$ cat config.mk
export PLATFORM = sky130hd
export DESIGN_NAME = fetch_unit
export DESIGN_NICKNAME = d
export VERILOG_FILES = /design/src/rtl/rv32_pkg.sv /design/src/rtl/fetch_skid.sv /design/src/rtl/fetch_unit.sv
export SDC_FILE = /design/constraint.sdc
export NUM_CORES = 1
export LEC_CHECK = 0
export BUFFER_PORTS_ARGS = -buffer_cell sky130_fd_sc_hd__buf_2
export CAP_MARGIN = 20
export CELL_PAD_IN_SITES_DETAIL_PLACEMENT = 0
export CELL_PAD_IN_SITES_GLOBAL_PLACEMENT = 1
export CORE_UTILIZATION = 35
export CTS_CLUSTER_DIAMETER = 100
export DETAILED_ROUTE_END_ITERATION = 12
export PLACE_DENSITY_LB_ADDON = 0.05
export RECOVER_POWER = 100
export SYNTH_ARGS = -nofsm -noshare
export SYNTH_HDL_FRONTEND = slang
export SYNTH_SLANG_ARGS = --single-unit
$ cat constraint.sdc
create_clock -name clk -period 5.35 [get_ports clk]
set_input_delay 0.2675 -clock clk [delete_from_list [all_inputs] [get_ports clk]]
set_output_delay 0.2675 -clock clk [all_outputs]
set_load 0.02 [all_outputs]
$ cat src/rtl/rv32_pkg.sv
// Shared constants and types for the RV32 instruction fetch front end.
package rv32_pkg;
  localparam logic [31:0] NOP_INSTR        = 32'h0000_0013;
  localparam logic [31:0] RESET_PC_DEFAULT = 32'h0000_0000;

  typedef enum logic [1:0] {
    S_REQ  = 2'd0,
    S_WAIT = 2'd1,
    S_HOLD = 2'd2
  } fetch_state_e;
endpackage

$ cat src/rtl/fetch_skid.sv
// One-entry holding register for a response that arrived while decode was stalled.
module fetch_skid (
  input  logic        clk,
  input  logic        reset,
  input  logic        load,
  input  logic        clear,
  input  logic [31:0] instr_in,
  input  logic [31:0] pc_in,
  output logic        valid,
  output logic [31:0] instr,
  output logic [31:0] pc
);
  logic        vld_q, vld_d;
  logic [31:0] instr_q, instr_d;
  logic [31:0] pc_q, pc_d;

  always_comb begin
    vld_d   = vld_q;
    instr_d = instr_q;
    pc_d    = pc_q;
    if (clear) begin
      vld_d = 1'b0;
    end else if (load) begin
      vld_d   = 1'b1;
      instr_d = instr_in;
      pc_d    = pc_in;
    end
  end

  always_ff @(posedge clk or posedge reset) begin
    if (reset) vld_q <= 1'b0;
    else       vld_q <= vld_d;
  end

  // Payload is qualified by vld_q, so it needs no reset.
  always_ff @(posedge clk) begin
    instr_q <= instr_d;
    pc_q    <= pc_d;
  end

  assign valid = vld_q;
  assign instr = instr_q;
  assign pc    = pc_q;
endmodule

$ cat src/rtl/fetch_unit.sv
// Instruction fetch stage: single-outstanding memory request, D pipeline register,
// skid entry for stalled decode, and redirect with squash of in-flight responses.
module fetch_unit
  import rv32_pkg::*;
#(
  parameter logic [31:0] RESET_PC = RESET_PC_DEFAULT
) (
  input  logic        clk,
  input  logic        reset,
  output logic        imem_req_valid,
  input  logic        imem_req_ready,
  output logic [31:0] imem_addr,
  input  logic        imem_rsp_valid,
  input  logic [31:0] imem_rsp_data,
  input  logic        PCSrcE,
  input  logic [31:0] PCTargetE,
  input  logic        StallD,
  output logic [31:0] InstrD,
  output logic [31:0] PCD,
  output logic [31:0] PCPlus4D,
  output logic        ValidD
);
  fetch_state_e state_q, state_d;
  logic [31:0]  pcf_q, pcf_d;
  logic [31:0]  out_pc_q, out_pc_d;
  logic         squash_q, squash_d;
  logic [31:0]  instr_q, instr_d;
  logic [31:0]  pcd_q, pcd_d;
  logic [31:0]  pcp4_q, pcp4_d;
  logic         valid_q, valid_d;
  logic         skid_load, skid_clear, skid_valid;
  logic [31:0]  skid_instr, skid_pc;
  logic         d_free, req_fire;

  fetch_skid u_skid (
    .clk      (clk),
    .reset    (reset),
    .load     (skid_load),
    .clear    (skid_clear),
    .instr_in (imem_rsp_data),
    .pc_in    (out_pc_q),
    .valid    (skid_valid),
    .instr    (skid_instr),
    .pc       (skid_pc)
  );

  // Gated by reset so no request is visible while reset is held.
  assign imem_req_valid = (state_q == S_REQ) && !reset;
  assign imem_addr      = pcf_q;
  assign req_fire       = imem_req_valid && imem_req_ready;
  assign d_free         = !valid_q || !StallD;

  always_comb begin
    state_d    = state_q;
    pcf_d      = pcf_q;
    out_pc_d   = out_pc_q;
    squash_d   = squash_q;
    instr_d    = instr_q;
    pcd_d      = pcd_q;
    pcp4_d     = pcp4_q;
    valid_d    = valid_q;
    skid_load  = 1'b0;
    skid_clear = 1'b0;

    // Decode consumed the live instruction; overridden below if a new one lands.
    if (valid_q && !StallD) begin
      valid_d = 1'b0;
      instr_d = NOP_INSTR;
    end

    if (PCSrcE) begin
      pcf_d      = PCTargetE & ~32'h3;
      valid_d    = 1'b0;
      instr_d    = NOP_INSTR;
      skid_clear = 1'b1;
      if (req_fire || (state_q == S_WAIT && !imem_rsp_valid)) begin
        state_d  = S_WAIT;
        squash_d = 1'b1;
      end else begin
        state_d  = S_REQ;
        squash_d = 1'b0;
      end
    end else begin
      unique case (state_q)
        S_REQ: begin
          if (req_fire) begin
            out_pc_d = pcf_q;
            pcf_d    = pcf_q + 32'd4;
            state_d  = S_WAIT;
          end
        end
        S_WAIT: begin
          if (imem_rsp_valid) begin
            state_d = S_REQ;
            if (squash_q) begin
              squash_d = 1'b0;
            end else if (d_free) begin
              instr_d = imem_rsp_data;
              pcd_d   = out_pc_q;
              pcp4_d  = out_pc_q + 32'd4;
              valid_d = 1'b1;
            end else begin
              skid_load = 1'b1;
              state_d   = S_HOLD;
            end
          end
        end
        S_HOLD: begin
          if (!StallD && skid_valid) begin
            instr_d    = skid_instr;
            pcd_d      = skid_pc;
            pcp4_d     = skid_pc + 32'd4;
            valid_d    = 1'b1;
            skid_clear = 1'b1;
            state_d    = S_REQ;
          end
        end
        default: state_d = S_REQ;
      endcase
    end
  end

  always_ff @(posedge clk or posedge reset) begin
    if (reset) begin
      state_q  <= S_REQ;
      pcf_q    <= RESET_PC;
      out_pc_q <= 32'h0;
      squash_q <= 1'b0;
      instr_q  <= NOP_INSTR;
      pcd_q    <= 32'h0;
      pcp4_q   <= 32'h0;
      valid_q  <= 1'b0;
    end else begin
      state_q  <= state_d;
      pcf_q    <= pcf_d;
      out_pc_q <= out_pc_d;
      squash_q <= squash_d;
      instr_q  <= instr_d;
      pcd_q    <= pcd_d;
      pcp4_q   <= pcp4_d;
      valid_q  <= valid_d;
    end
  end

  assign InstrD   = instr_q;
  assign PCD      = pcd_q;
  assign PCPlus4D = pcp4_q;
  assign ValidD   = valid_q;
endmodule

======== Word-level counts from Yosys, hierarchy flattened ========
Index checks and enable logic that the tools add are counted.
word-level totals
  output and inout port bits .............. 130
  register bits ........................... 229
  word-level logic and storage cells ...... 98
cells by class
  add/sub/neg operators ................... 3
  bitwise gates (word level) .............. 2
  equality and inequality tests ........... 9
  mux-type cells .......................... 49
  reductions and logical operators ........ 24
operators with widths
  kind                                                  count
  2-to-1 mux 32 bit                                     17
  one-hot mux 32 bit (2 select lines)                   3
  adder 32 x 3 -> 32 bit (second input constant)        3
  2-to-1 mux 1 bit                                      21
  2-to-1 mux 2 bit                                      6
  nonzero test 2 bit                                    6
  inequality test 3 bit (second input constant)         3
  inequality test 2 bit (second input constant)         4
  one-hot mux 2 bit (3 select lines)                    1
  AND reduction 2 bit                                   3
  AND reduction 3 bit                                   2
  AND reduction 6 bit                                   1
  logical AND 1 bit                                     5
  logical NOT 1 bit                                     4
  equality test 2 x 1 -> 1 bit (second input constant)  1
  equality test 2 bit (second input constant)           1
  logical NOT 2 bit                                     1
  logical OR 1 bit                                      2
  inverter 1 bit                                        2
  one-hot mux 1 bit (2 select lines)                    1

======== Longest topological paths before layout ========
  depth in word-level cells ............... 9
  gate-level depth with buffers ........... 14
  gate-level depth less buffers ........... 9

======== Hierarchy ========
A second synthesis with hierarchy kept.
second synthesis, totals
  cell total of the unflattened synthesis .. 887
  area total of the unflattened synthesis .. 10149.7 µm²
by module, submodules not included
  module      times used  cells each  area an instance (µm²)
  fetch_unit  1           819         8182.8
  fetch_skid  1           68          1966.9

======== Worst setup path after synthesis ========
No wires, ideal clock.
  path type ............................... register -> register
  from .................................... register state_q[1]
  to ...................................... register u_skid.instr_q[0] (netlist: u_skid.instr[0]), enable pin
  buffers on the path ..................... 0
  data required time ...................... 4.790 ns
  stages on the path, launching flop included .. 5
  data arrival time ....................... 5.118 ns
  period minus slack after synthesis ...... 5.679 ns
  path slack .............................. -0.329 ns
  cell sequence ........................... dfrtp_1 inv_1 ha_1 nand3b_1 nor3_1
between the ends
  cells in the longest elaborated chain, start to end .. 5
ends and longest elaborated chain
  element                          RTL line           text
  start: declaration               fetch_unit.sv:23   fetch_state_e state_q, state_d;
  start signal: assignment         fetch_unit.sv:134  state_q <= state_d;
  equality test 2 bit              fetch_unit.sv:84   unique case (state_q)
  2-to-1 mux 1 bit                 fetch_unit.sv:84
  2-to-1 mux 1 bit                 fetch_unit.sv:71   if (PCSrcE) begin
  inverter 1 bit (no line)         -
  AND reduction 2 bit (no line) *  -
  end signal: assignment           fetch_skid.sv:37   instr_q <= instr_d;
  end: declaration                 fetch_skid.sv:14   logic [31:0] instr_q, instr_d;
Every way passes the cells marked *; elsewhere a longest branch is shown, timed or not.
A chain may end at the register's enable or synchronous reset.

======== Worst setup path in the final report ========
  from .................................... register state_q[0]
  to ...................................... register pcp4_q[11] (netlist: PCPlus4D[11])
between the ends
  cells in the longest elaborated chain, start to end .. 3
ends and longest elaborated chain
  element                                                                       RTL line           text
  equality test 2 bit / equality test 2 x 1 -> 1 bit (equally long branches)    fetch_unit.sv:84
  inequality test 2 bit (no line) / nonzero test 2 bit (equally long branches)  -
  AND reduction 6 bit (no line)                                                 -
  end signal: assignment                                                        fetch_unit.sv:140  pcp4_q <= pcp4_d;
  end: declaration                                                              fetch_unit.sv:29   logic [31:0] pcp4_q, pcp4_d;
Parallel ways exist; a longest one is shown, timed or not.

==> implementation parameters <==
Parameter                              Value

Clocking
  Clock-pin transition on the worst setup and hold timing paths    60 ps
  Maximum root-to-sink buffer count    3
  H-tree levels    1
  Skew-Pair Late Insertion Delay    520 ps
  Buffer cell driving the clock tree root    sky130_fd_sc_hd__clkbuf_16
  Number of buffers created by CTS    25
  Clock tree from TritonCTS    done
  Number of clock sinks    219

Global route
  Global routing usage on met1    30.13%
  Met3 routing resource usage after global routing    2.059%
  Initial antenna violation count    0
  GRT met2 Usage    25.55%
  Global-route wire length before repair    42270 um
  GRT Max-Usage Layer    met1
  Residual overflow from global routing    0
  GRT Resource Usage Total    18.46%
  Pin count of the biggest net entering global routing    75
  Via count of the first global-routing pass    7448

Status
  Status    finished, violations left
  Violated checks    capacitance limit, slew limit

STA
  Measured slew at the worst slew-check pin    3360 ps
  Max Slew Vio Count    154
  Final setup violating endpoints    0
  Final clock period utilization by the worst path    74.92%
  Setup TNS Final    0 ps
  Unrepaired setup endpoints after global routing    false
  Top achievable clock speed    249.5 MHz
  Final worst clock skew    11.33 ps
  Worst slew margin relative to its limit    -125.2%
  Min cycle time layout    4008 ps
  Final Hold Fails    0

Synthesis
  EDFF count, synth    62
  Library cells used by synthesis    63
  Part of the Yosys area used for sequential elements    58.06%
  Post-synthesis instance area    9980 um2
  Number of instances in the synthesized netlist    882
  Async set or reset register ratio after synthesis    71.69%
  Synth Flop Type    sky130_fd_sc_hd__dfrtp_1
  Area leader, netlist    sky130_fd_sc_hd__dfrtp_1
  Area contributors post-synth    sky130_fd_sc_hd__dfrtp_1 (39%), sky130_fd_sc_hd__edfxtp_1 (19%), sky130_fd_sc_hd__mux2_2 (4.6%), sky130_fd_sc_hd__nand2_1 (4.4%), sky130_fd_sc_hd__o21ai_0 (3.5%)
  #FFs+latches synth    219
  Number of warnings reported in the yosys synthesis log    0
  Post-Syn Area per Cell    11.31 um2
  Top cell type's share of synthesized area    38.62%

Floorplan
  Initial Util    35.73%
  Area of the die    29190 um2
  Die extent in x    170.9 um
  Row count    61
  Count of boundary I/O pins    200
  Y dimension of the die    170.9 um
  Placeable core region    27930 um2

Worst setup path
  Data arrival time of the critical path    4400 ps
  Worst Setup Start Kind    register
  WP data required    5740 ps
  Worst-path maximum fanout    54
  Crit. End Element    register
  WS Path Type    register to register

Route
  Router iterations before antenna repair    6
  Average detailed-routed wire length per instance    17.67 um
  Post-route DRC violation count    0
  Violation count after the first detailed-route iteration    381
  Ratio of routed vias to standard cells    4.950
  Total length of routed wires    26810 um
  Routed via count    7509
  Count of nets left with antenna violations after detail routing    0

Placement
  Placer Congestion    0.7338
  Count of input and output buffers    191
  HPWL Detailed    17900 um

Power and ir drop
  Total leakage power    4.839 nW
  Maximum resistive drop on vdd    0.1842 mV
  Power density cells    432.9 nW/um2
  Total power    5.364 mW

Cells and area
  Area Growth Syn to Fin    24.17%
  Commonest non-fill, non-tap cell in the layout    sky130_fd_sc_hd__clkbuf_1
  Nets@finish    1198
  Highest-count cells in the layout ignoring fill and taps    sky130_fd_sc_hd__clkbuf_1 (161), sky130_fd_sc_hd__dfrtp_1 (154), sky130_fd_sc_hd__nand2_1 (117)
  Fillers    2805
  Antenna Cells    0
  Share of layout cells above drive strength 1    12.12%

Hold path
  Path type of the worst min-delay path    primary input to register

Flow run
  Total of max-cap violations    4
[logic make-up (layout without fill, tap and decap cells)]
family | after synthesis | count (layout) | share of synthesized area [%]
simple gates | 294 | 294 | 14.54
flops | 219 | 219 | 58.06
compound gates | 185 | 185 | 12.74
buf+inv | 69 | 321 | 3.084
mux | 63 | 63 | 6.833
xor+xnor | 45 | 45 | 3.949
fa+ha+maj | 6 | 6 | 0.7522
other cells | 1 | 6 | 0.03758
[critical path, stage by stage (launching register included)]
cell and delay, ps:
sky130_fd_sc_hd__dfrtp_1 390, sky130_fd_sc_hd__inv_1 110, sky130_fd_sc_hd__ha_1 1100, sky130_fd_sc_hd__mux2i_1 470
sky130_fd_sc_hd__or2_2 760, sky130_fd_sc_hd__clkbuf_2 580, sky130_fd_sc_hd__o311ai_0 450
[per-stage QoR]
stage               cell area (um2)  hold WS, ps  setup WS [ps]  cells  util, %
detailed placement            11290        436.0           1942   1411    40.43
finish                        12390        21.74           1342   1517    44.36
floorplan                     10000        366.4          852.6    887        -
global placement              11290        429.3           1990   1411    40.43
CTS                           12640        1.843           1925   1517    45.24
global route                  12390        31.32          806.6   1517    44.36
[Yosys cell counts (all sizes together), types with 6 or more instances]
cell type	n
dfrtp	154
nand2	117
o21ai	73
edfxtp	62
nor2	59
mux2	41
xnor2	35
clkbuf	34
a22o	32
a22oi	32
buf	24
nand3	23
mux2i	22
nand4	20
nor3	14
a21oi	12
inv	11
xor2	10
nand4b	8
nor4	8
or2	7
and3	6
ha	6
nor2b	6
[registers in the layout, summed over array words and instances, names as in the netlist]
| register | cells |
|---|---|
| u_skid.instr | 32 |
| squash_q | 1 |
| InstrD | 32 |
| state_q | 2 |
| u_skid.pc | 30 |
| ValidD | 1 |
| PCPlus4D | 30 |
| PCD | 30 |
| imem_addr | 30 |
| u_skid.valid | 1 |
| out_pc_q | 30 |
[metal layers]
layer  part of all wire, %  wire (um)
met1                    54      14570
met2                    40      10770
met5                     0          0
met4                   1.4        378
met3                   4.1       1091
[final timing paths]
kind	from	to	slack, ps	depth (start not counted)
hold reg to reg	out_pc_q[30]$_DFFE_PP0P_	u_skid.pc[30]$_DFFE_PP_	450	0
min in group asynchronous	reset	imem_addr[3]$_DFFE_PP0P_	1330	3
hold / removal	PCTargetE[27]	imem_addr[27]$_DFFE_PP0P_	20	2
setup reg to reg	state_q[0]$_DFFE_PP0P_	PCPlus4D[11]$_DFFE_PP0P_	1340	6
max in group asynchronous	reset	out_pc_q[12]$_DFFE_PP0P_	1700	4
setup / recovery	state_q[0]$_DFFE_PP0P_	PCPlus4D[11]$_DFFE_PP0P_	1340	6
[where the power goes]
group,leakage (nW),total [mW],switching (mW),internal [mW]
Clock,0.354,1.54,0.661,0.882
Sequential,2.55,2.42,0.319,2.10
Combinational,1.93,1.40,0.916,0.485
Total,4.84,5.36,1.90,3.47
[repair_timing]
action	4_1_cts	5_1_grt
gates resized for setup	0	0
hold endpoints to repair	126	0
hold buffers	62	0
endpoints found under the setup margin	0	0
buffers inserted	0	0
[final cells by class]
class / count / area, um2 / share of cell area, %
Timing Repair Buffer: 266 / 1465 / 11.82
Tap cell: 378 / 473.0 / 3.817
Clock buffer: 35 / 683.2 / 5.513
Clock inverter: 9 / 38.79 / 0.3130
Sequential cell: 219 / 5794 / 46.76
Inverter: 11 / 42.54 / 0.3433
Multi-Input combinational cell: 599 / 3895 / 31.43
No activity file was read; power rests on OpenSTA's default activity.
